==> config.mk <==
export PLATFORM = sky130hd
export DESIGN_NAME = hazard_ctrl
export DESIGN_NICKNAME = d
export VERILOG_FILES = /design/src/rtl/hazard_pkg.sv /design/src/rtl/hazard_wait_timer.sv /design/src/rtl/hazard_ctrl.sv
export SDC_FILE = /design/constraint.sdc
export NUM_CORES = 1
export LEC_CHECK = 0
export CAP_MARGIN = 5
export CORE_MARGIN = 2
export CORE_UTILIZATION = 44
export CTS_CLUSTER_SIZE = 28
export DETAILED_ROUTE_END_ITERATION = 6
export PLACE_DENSITY_LB_ADDON = 0.1
export SYNTH_ARGS = -nofsm -noshare
export SYNTH_HDL_FRONTEND = slang
export SYNTH_SLANG_ARGS = --single-unit
==> constraint.sdc <==
create_clock -name clk -period 5.4 [get_ports clk]
set_input_delay 0.54 -clock clk [delete_from_list [all_inputs] [get_ports clk]]
set_output_delay 0.54 -clock clk [all_outputs]
set_load 0.1 [all_outputs]
==> src/rtl/hazard_pkg.sv <==
// hazard_pkg: shared types and constants for the pipeline hazard controller
package hazard_pkg;
  typedef enum logic {RUN, MEM_WAIT} state_t;
  localparam int MEM_TIMEOUT_DEF = 255;
  localparam int REG_W = 5;
endpackage

==> src/rtl/hazard_wait_timer.sv <==
// hazard_wait_timer: saturating busy-cycle counter with sticky timeout flag
module hazard_wait_timer #(
  parameter int MEM_TIMEOUT = 255
) (
  input  logic clk,
  input  logic reset,
  input  logic start,
  input  logic busy,
  output logic mem_timeout
);
  localparam int W = $clog2(MEM_TIMEOUT + 1);
  localparam logic [W-1:0] MAX = W'(MEM_TIMEOUT);
  logic [W-1:0] cnt, nxt;
  always_comb nxt = start ? W'(1) : busy ? (cnt == MAX ? cnt : cnt + 1'b1) : '0;
  always_ff @(posedge clk or posedge reset)
    if (reset) begin
      cnt <= '0;
      mem_timeout <= 1'b0;
    end else begin
      cnt <= nxt;
      if (nxt == MAX) mem_timeout <= 1'b1;
    end
endmodule

==> src/rtl/hazard_ctrl.sv <==
// hazard_ctrl: load-use stall, branch flush and mem-busy freeze for the 5-stage core
// HAZARD_STATS_EN adds stall_cnt / flush_cnt / memwait_cnt performance counters
module hazard_ctrl
  import hazard_pkg::*;
#(
  parameter int MEM_TIMEOUT = MEM_TIMEOUT_DEF
) (
  input  logic             clk,
  input  logic             reset,
  input  logic [REG_W-1:0] rs1_IR1,
  input  logic [REG_W-1:0] rs2_IR1,
  input  logic             use_rs1,
  input  logic             use_rs2,
  input  logic             MemRead_IR2,
  input  logic [REG_W-1:0] rd_IR2,
  input  logic             branch_taken_IR3,
  input  logic             mem_busy,
  output logic             pc_write,
  output logic             ir1_write,
  output logic             pipe_en,
  output logic             ir2_bubble,
  output logic             ir1_flush,
  output logic             ir2_flush,
  output logic             ir3_flush,
  output logic             pc_sel_branch,
`ifdef HAZARD_STATS_EN
  output logic             mem_timeout,
  output logic [31:0]      stall_cnt,
  output logic [31:0]      flush_cnt,
  output logic [31:0]      memwait_cnt
`else
  output logic             mem_timeout
`endif
);
  state_t state;
  logic load_use, hold, br, lu;
  always_comb begin
    load_use = MemRead_IR2 && rd_IR2 != '0 &&
               ((use_rs1 && rs1_IR1 == rd_IR2) || (use_rs2 && rs2_IR1 == rd_IR2));
    hold = reset || mem_busy;
    br = !hold && branch_taken_IR3;
    lu = !hold && !branch_taken_IR3 && load_use;
    pc_write = !hold && !lu;
    ir1_write = !hold && !lu;
    pipe_en = !hold;
    ir2_bubble = lu;
    ir1_flush = br;
    ir2_flush = br;
    ir3_flush = br;
    pc_sel_branch = br;
  end
  // outputs depend only on inputs; the state only steers the wait counter
  always_ff @(posedge clk or posedge reset)
    if (reset) state <= RUN;
    else state <= mem_busy ? MEM_WAIT : RUN;
  hazard_wait_timer #(.MEM_TIMEOUT(MEM_TIMEOUT)) u_timer (
    .clk(clk),
    .reset(reset),
    .start(state == RUN && mem_busy),
    .busy(state == MEM_WAIT && mem_busy),
    .mem_timeout(mem_timeout)
  );
`ifdef HAZARD_STATS_EN
  always_ff @(posedge clk or posedge reset)
    if (reset) begin
      stall_cnt <= '0;
      flush_cnt <= '0;
      memwait_cnt <= '0;
    end else begin
      stall_cnt <= stall_cnt + 32'(lu);
      flush_cnt <= flush_cnt + 32'(br);
      memwait_cnt <= memwait_cnt + 32'(state == MEM_WAIT);
    end
`endif
endmodule

==> impl_metrics.prom <==
# TYPE chip_impl_metric gauge
chip_impl_metric{name="die_area",unit="sq um"} 2020
chip_impl_metric{name="finish.net_count",unit=""} 135
chip_impl_metric{name="holdBufCountCts",unit=""} 0
chip_impl_metric{name="cts-buffers-inserted",unit=""} 3
chip_impl_info{name="cts_root_buffer",value="sky130_fd_sc_hd__clkbuf_4"} 1
chip_impl_metric{name="post_cts_resized",unit=""} 0
chip_impl_metric{name="fin_worst_skew",unit="ns"} 0.00298
chip_impl_metric{name="grt_antenna_before_repair",unit=""} 0
chip_impl_info{name="cp-end-kind",value="primary output"} 1
chip_impl_metric{name="p_leak",unit="uW"} 0.000410
chip_impl_metric{name="fin_util",unit="%"} 68.4
chip_impl_metric{name="ys_async_sr_fraction",unit="%"} 100
chip_impl_metric{name="number_of_clock_sinks",unit=""} 10
chip_impl_metric{name="drive_gt1_share",unit="%"} 6.31
chip_impl_info{name="r2r-end",value="u_timer.mem_timeout$_DFFE_PP0N_"} 1
chip_impl_metric{name="io_buffers",unit=""} 30
chip_impl_info{name="status",value="complete, no violations"} 1
chip_impl_metric{name="worstMarginPinSlew",unit="ns"} 0.978
chip_impl_metric{name="crit_fanout",unit=""} 3
chip_impl_metric{name="critPathRequiredTime",unit="ns"} 4.86
chip_impl_metric{name="syn2layout_area_growth",unit="%"} 43.4
chip_impl_metric{name="hold_violations",unit=""} 0
chip_impl_metric{name="ys_seq_elements",unit=""} 10
chip_impl_metric{name="grt_first_pass_wirelength",unit="um"} 2770
chip_impl_metric{name="timing.setup.tns",unit="ns"} 0
chip_impl_metric{name="max_clock_freq",unit="GHz"} 0.274
chip_impl_metric{name="slew_headroom",unit="%"} 34.6
chip_impl_info{name="synth-main-ff-cell",value="sky130_fd_sc_hd__dfrtp_1"} 1
chip_impl_metric{name="initial_utilization",unit="%"} 47.7
chip_impl_metric{name="insertion_delay",unit="ns"} 0.27
chip_impl_metric{name="clockBufferDepth",unit=""} 2
chip_impl_metric{name="die_width",unit="um"} 44.9
chip_impl_info{name="rsz_0062_raised_after_global_routing",value="no"} 1
chip_impl_metric{name="postCtsSetupBuffers",unit=""} 0
chip_impl_info{name="worst_hold_path.endpoint",value="u_timer.mem_timeout$_DFFE_PP0N_"} 1
chip_impl_metric{name="cp_data_arrival_time",unit="ns"} 3.11
chip_impl_metric{name="place_inst",unit=""} 123
chip_impl_metric{name="syn_inst",unit=""} 82
chip_impl_metric{name="fin_worst_hold_slack",unit="ns"} 0.470
chip_impl_metric{name="finish.cell_count_without_fillers",unit=""} 127
chip_impl_metric{name="globalplace.congestion",unit=""} 0.876
chip_impl_metric{name="grt_pass1_vias",unit=""} 677
chip_impl_metric{name="drt.antenna.violating_nets",unit=""} 0
chip_impl_metric{name="htree_depth",unit=""} 1
chip_impl_metric{name="setup_violations",unit=""} 0
chip_impl_metric{name="rows",unit=""} 14
chip_impl_metric{name="hold-path-cell-count",unit=""} 1
chip_impl_info{name="reg2reg_start",value="u_timer.cnt[0]$_DFF_PP0_"} 1
chip_impl_metric{name="insertedDiodeCount",unit=""} 0
chip_impl_info{name="worst_hold_path_type",value="flop to flop"} 1
chip_impl_metric{name="design.portCount",unit=""} 31
chip_impl_metric{name="synth.cell_area",unit="sq um"} 736
chip_impl_metric{name="yosysUniqueCellTypes",unit=""} 34
chip_impl_metric{name="drv_cap",unit=""} 0
chip_impl_metric{name="first_pass_iters",unit=""} 4
chip_impl_metric{name="ys_warn_count",unit=""} 0
chip_impl_info{name="timing.setup.critical_path_class",value="input port to primary output"} 1
chip_impl_metric{name="period_share",unit="%"} 67.5
chip_impl_info{name="tritoncts_clock_tree",value="done"} 1
chip_impl_metric{name="cts_clk_pin_slew_worst_paths",unit="ns"} 0.06
chip_impl_metric{name="detailedPlacementHpwl",unit="um"} 1390
chip_impl_metric{name="grt_max_degree",unit=""} 11
chip_impl_metric{name="die-height",unit="um"} 44.9
chip_impl_info{name="critical_path.startpoint",value="rd_IR2[1]"} 1
chip_impl_metric{name="mappedNetlistNets",unit=""} 105
chip_impl_metric{name="cellPowerDensity",unit="nW/um^2"} 188
chip_impl_metric{name="synth-seq-area-share",unit="%"} 34.0
chip_impl_metric{name="worst_r2r_path_depth",unit=""} 5
chip_impl_metric{name="average_via_count_per_standard_cell",unit=""} 5.57
chip_impl_metric{name="post_synth.cell_area_avg",unit="sq um"} 8.97
chip_impl_metric{name="grt_overflow",unit=""} 0
chip_impl_metric{name="wl",unit="um"} 1690
chip_impl_metric{name="wl_per_cell",unit="um"} 13.3
chip_impl_metric{name="r2r_setup_slack",unit="ns"} 3.38
chip_impl_metric{name="std_cell_core_area",unit="sq um"} 1540
chip_impl_metric{name="initial_detailed_routing_violation_count",unit=""} 19
chip_impl_info{name="final_cell_mix",value="sky130_fd_sc_hd__clkdlybuf4s50_1, sky130_fd_sc_hd__dfrtp_1, sky130_fd_sc_hd__xor2_1, sky130_fd_sc_hd__nor2_1, sky130_fd_sc_hd__nand2_1"} 1
chip_impl_metric{name="final_area",unit="sq um"} 1050
chip_impl_metric{name="timing.final.max_slew_violations",unit=""} 0
chip_impl_metric{name="timing.final.crit_period",unit="ns"} 3.65
chip_impl_metric{name="grtUsageTotal",unit="%"} 18.9
chip_impl_metric{name="ir_worst_vdd",unit="mV"} 0.188
chip_impl_metric{name="postPlaceCellArea",unit="sq um"} 1020
chip_impl_info{name="critical_path.startpoint_type",value="input port"} 1
chip_impl_metric{name="post-route-drc-count",unit=""} 0
chip_impl_info{name="layout.cells.most_common",value="sky130_fd_sc_hd__clkdlybuf4s50_1"} 1
chip_impl_info{name="holdCritStartpoint",value="u_timer.mem_timeout$_DFFE_PP0N_"} 1
chip_impl_metric{name="num_vias",unit=""} 708
chip_impl_metric{name="synth_enable_flop_cells",unit=""} 0
[layout make-up]
| class | count | area [sq um] |
|---|---|---|
| Fill cell | 134 | 487 |
| Multi-Input combinational cell | 64 | 437 |
| Timing Repair Buffer | 30 | 300 |
| Sequential cell | 10 | 250 |
| Clock buffer | 4 | 36.3 |
| Tap cell | 16 | 20.0 |
| Inverter | 3 | 11.3 |
[state kept, by name (all words and copies together), names as in the netlist]
| register | flops |
|---|---|
| state | 1 |
| u_timer.cnt | 8 |
| u_timer.mem_timeout | 1 |
[metal layers]
layer  GRT usage (%)  routed length, um  up-vias
met2            31.0                850       38
met5               0                  0        -
li1                -                  -      358
met1            24.1                696      312
met3            7.20                142        0
met4            3.53                  0        0
[cells by family (layout without fill, tap and decap cells)]
family | count (synthesis) | count (layout) | share of synthesized area, %
xor+xnor | 11 | 11 | 13.1
flops | 10 | 10 | 34.0
fa+ha+maj | 1 | 1 | 1.70
compound gates | 17 | 17 | 16.8
buf+inv | 8 | 37 | 6.63
simple gates | 34 | 34 | 26.4
mux | 1 | 1 | 1.36
[critical path, stage by stage]
cell,delay [ns]
sky130_fd_sc_hd__clkdlybuf4s50_1,0.47
sky130_fd_sc_hd__or4_1,0.55
sky130_fd_sc_hd__o21ai_0,0.24
sky130_fd_sc_hd__o21a_1,0.17
sky130_fd_sc_hd__clkdlybuf4s50_1,1.13
[Yosys cell counts, types with 2 or more instances]
cell | n | area share (%)
sky130_fd_sc_hd__a31oi_1 | 4 | 3.4
sky130_fd_sc_hd__buf_4 | 5 | 5.1
sky130_fd_sc_hd__dfrtp_1 | 10 | 34
sky130_fd_sc_hd__inv_1 | 3 | 1.5
sky130_fd_sc_hd__nand2_1 | 5 | 2.6
sky130_fd_sc_hd__nand3_1 | 4 | 2.7
sky130_fd_sc_hd__nor2_1 | 7 | 3.6
sky130_fd_sc_hd__nor2b_1 | 2 | 1.7
sky130_fd_sc_hd__nor4_1 | 4 | 3.4
sky130_fd_sc_hd__o211ai_1 | 3 | 3.1
sky130_fd_sc_hd__o21ai_0 | 3 | 2.0
sky130_fd_sc_hd__xnor2_1 | 2 | 2.4
sky130_fd_sc_hd__xor2_1 | 9 | 11
[how the worst max path moves through the flow]
stage | end | cells past startpoint
3_5_place_dp | ir1_write | 5
6_report | ir1_write | 5
3_3_place_gp | ir1_write | 5
4_1_cts | ir1_write | 5
5_1_grt | ir2_bubble | 6
2_1_floorplan | ir2_bubble | 4
[per-stage QoR]
step	power [uW]	setup slack [ns]
after floorplan	110	0.898
after global placement	133	1.78
after detailed placement	134	1.74
after CTS	201	1.74
after global routing	209	1.64
final	199	1.75
[power breakdown]
group	internal, uW	switching (uW)
clock network	41.0	25.7
registers	76.3	1.86
logic	23.4	30.6
total	141	58.2
(Power assumes the default switching activity.)
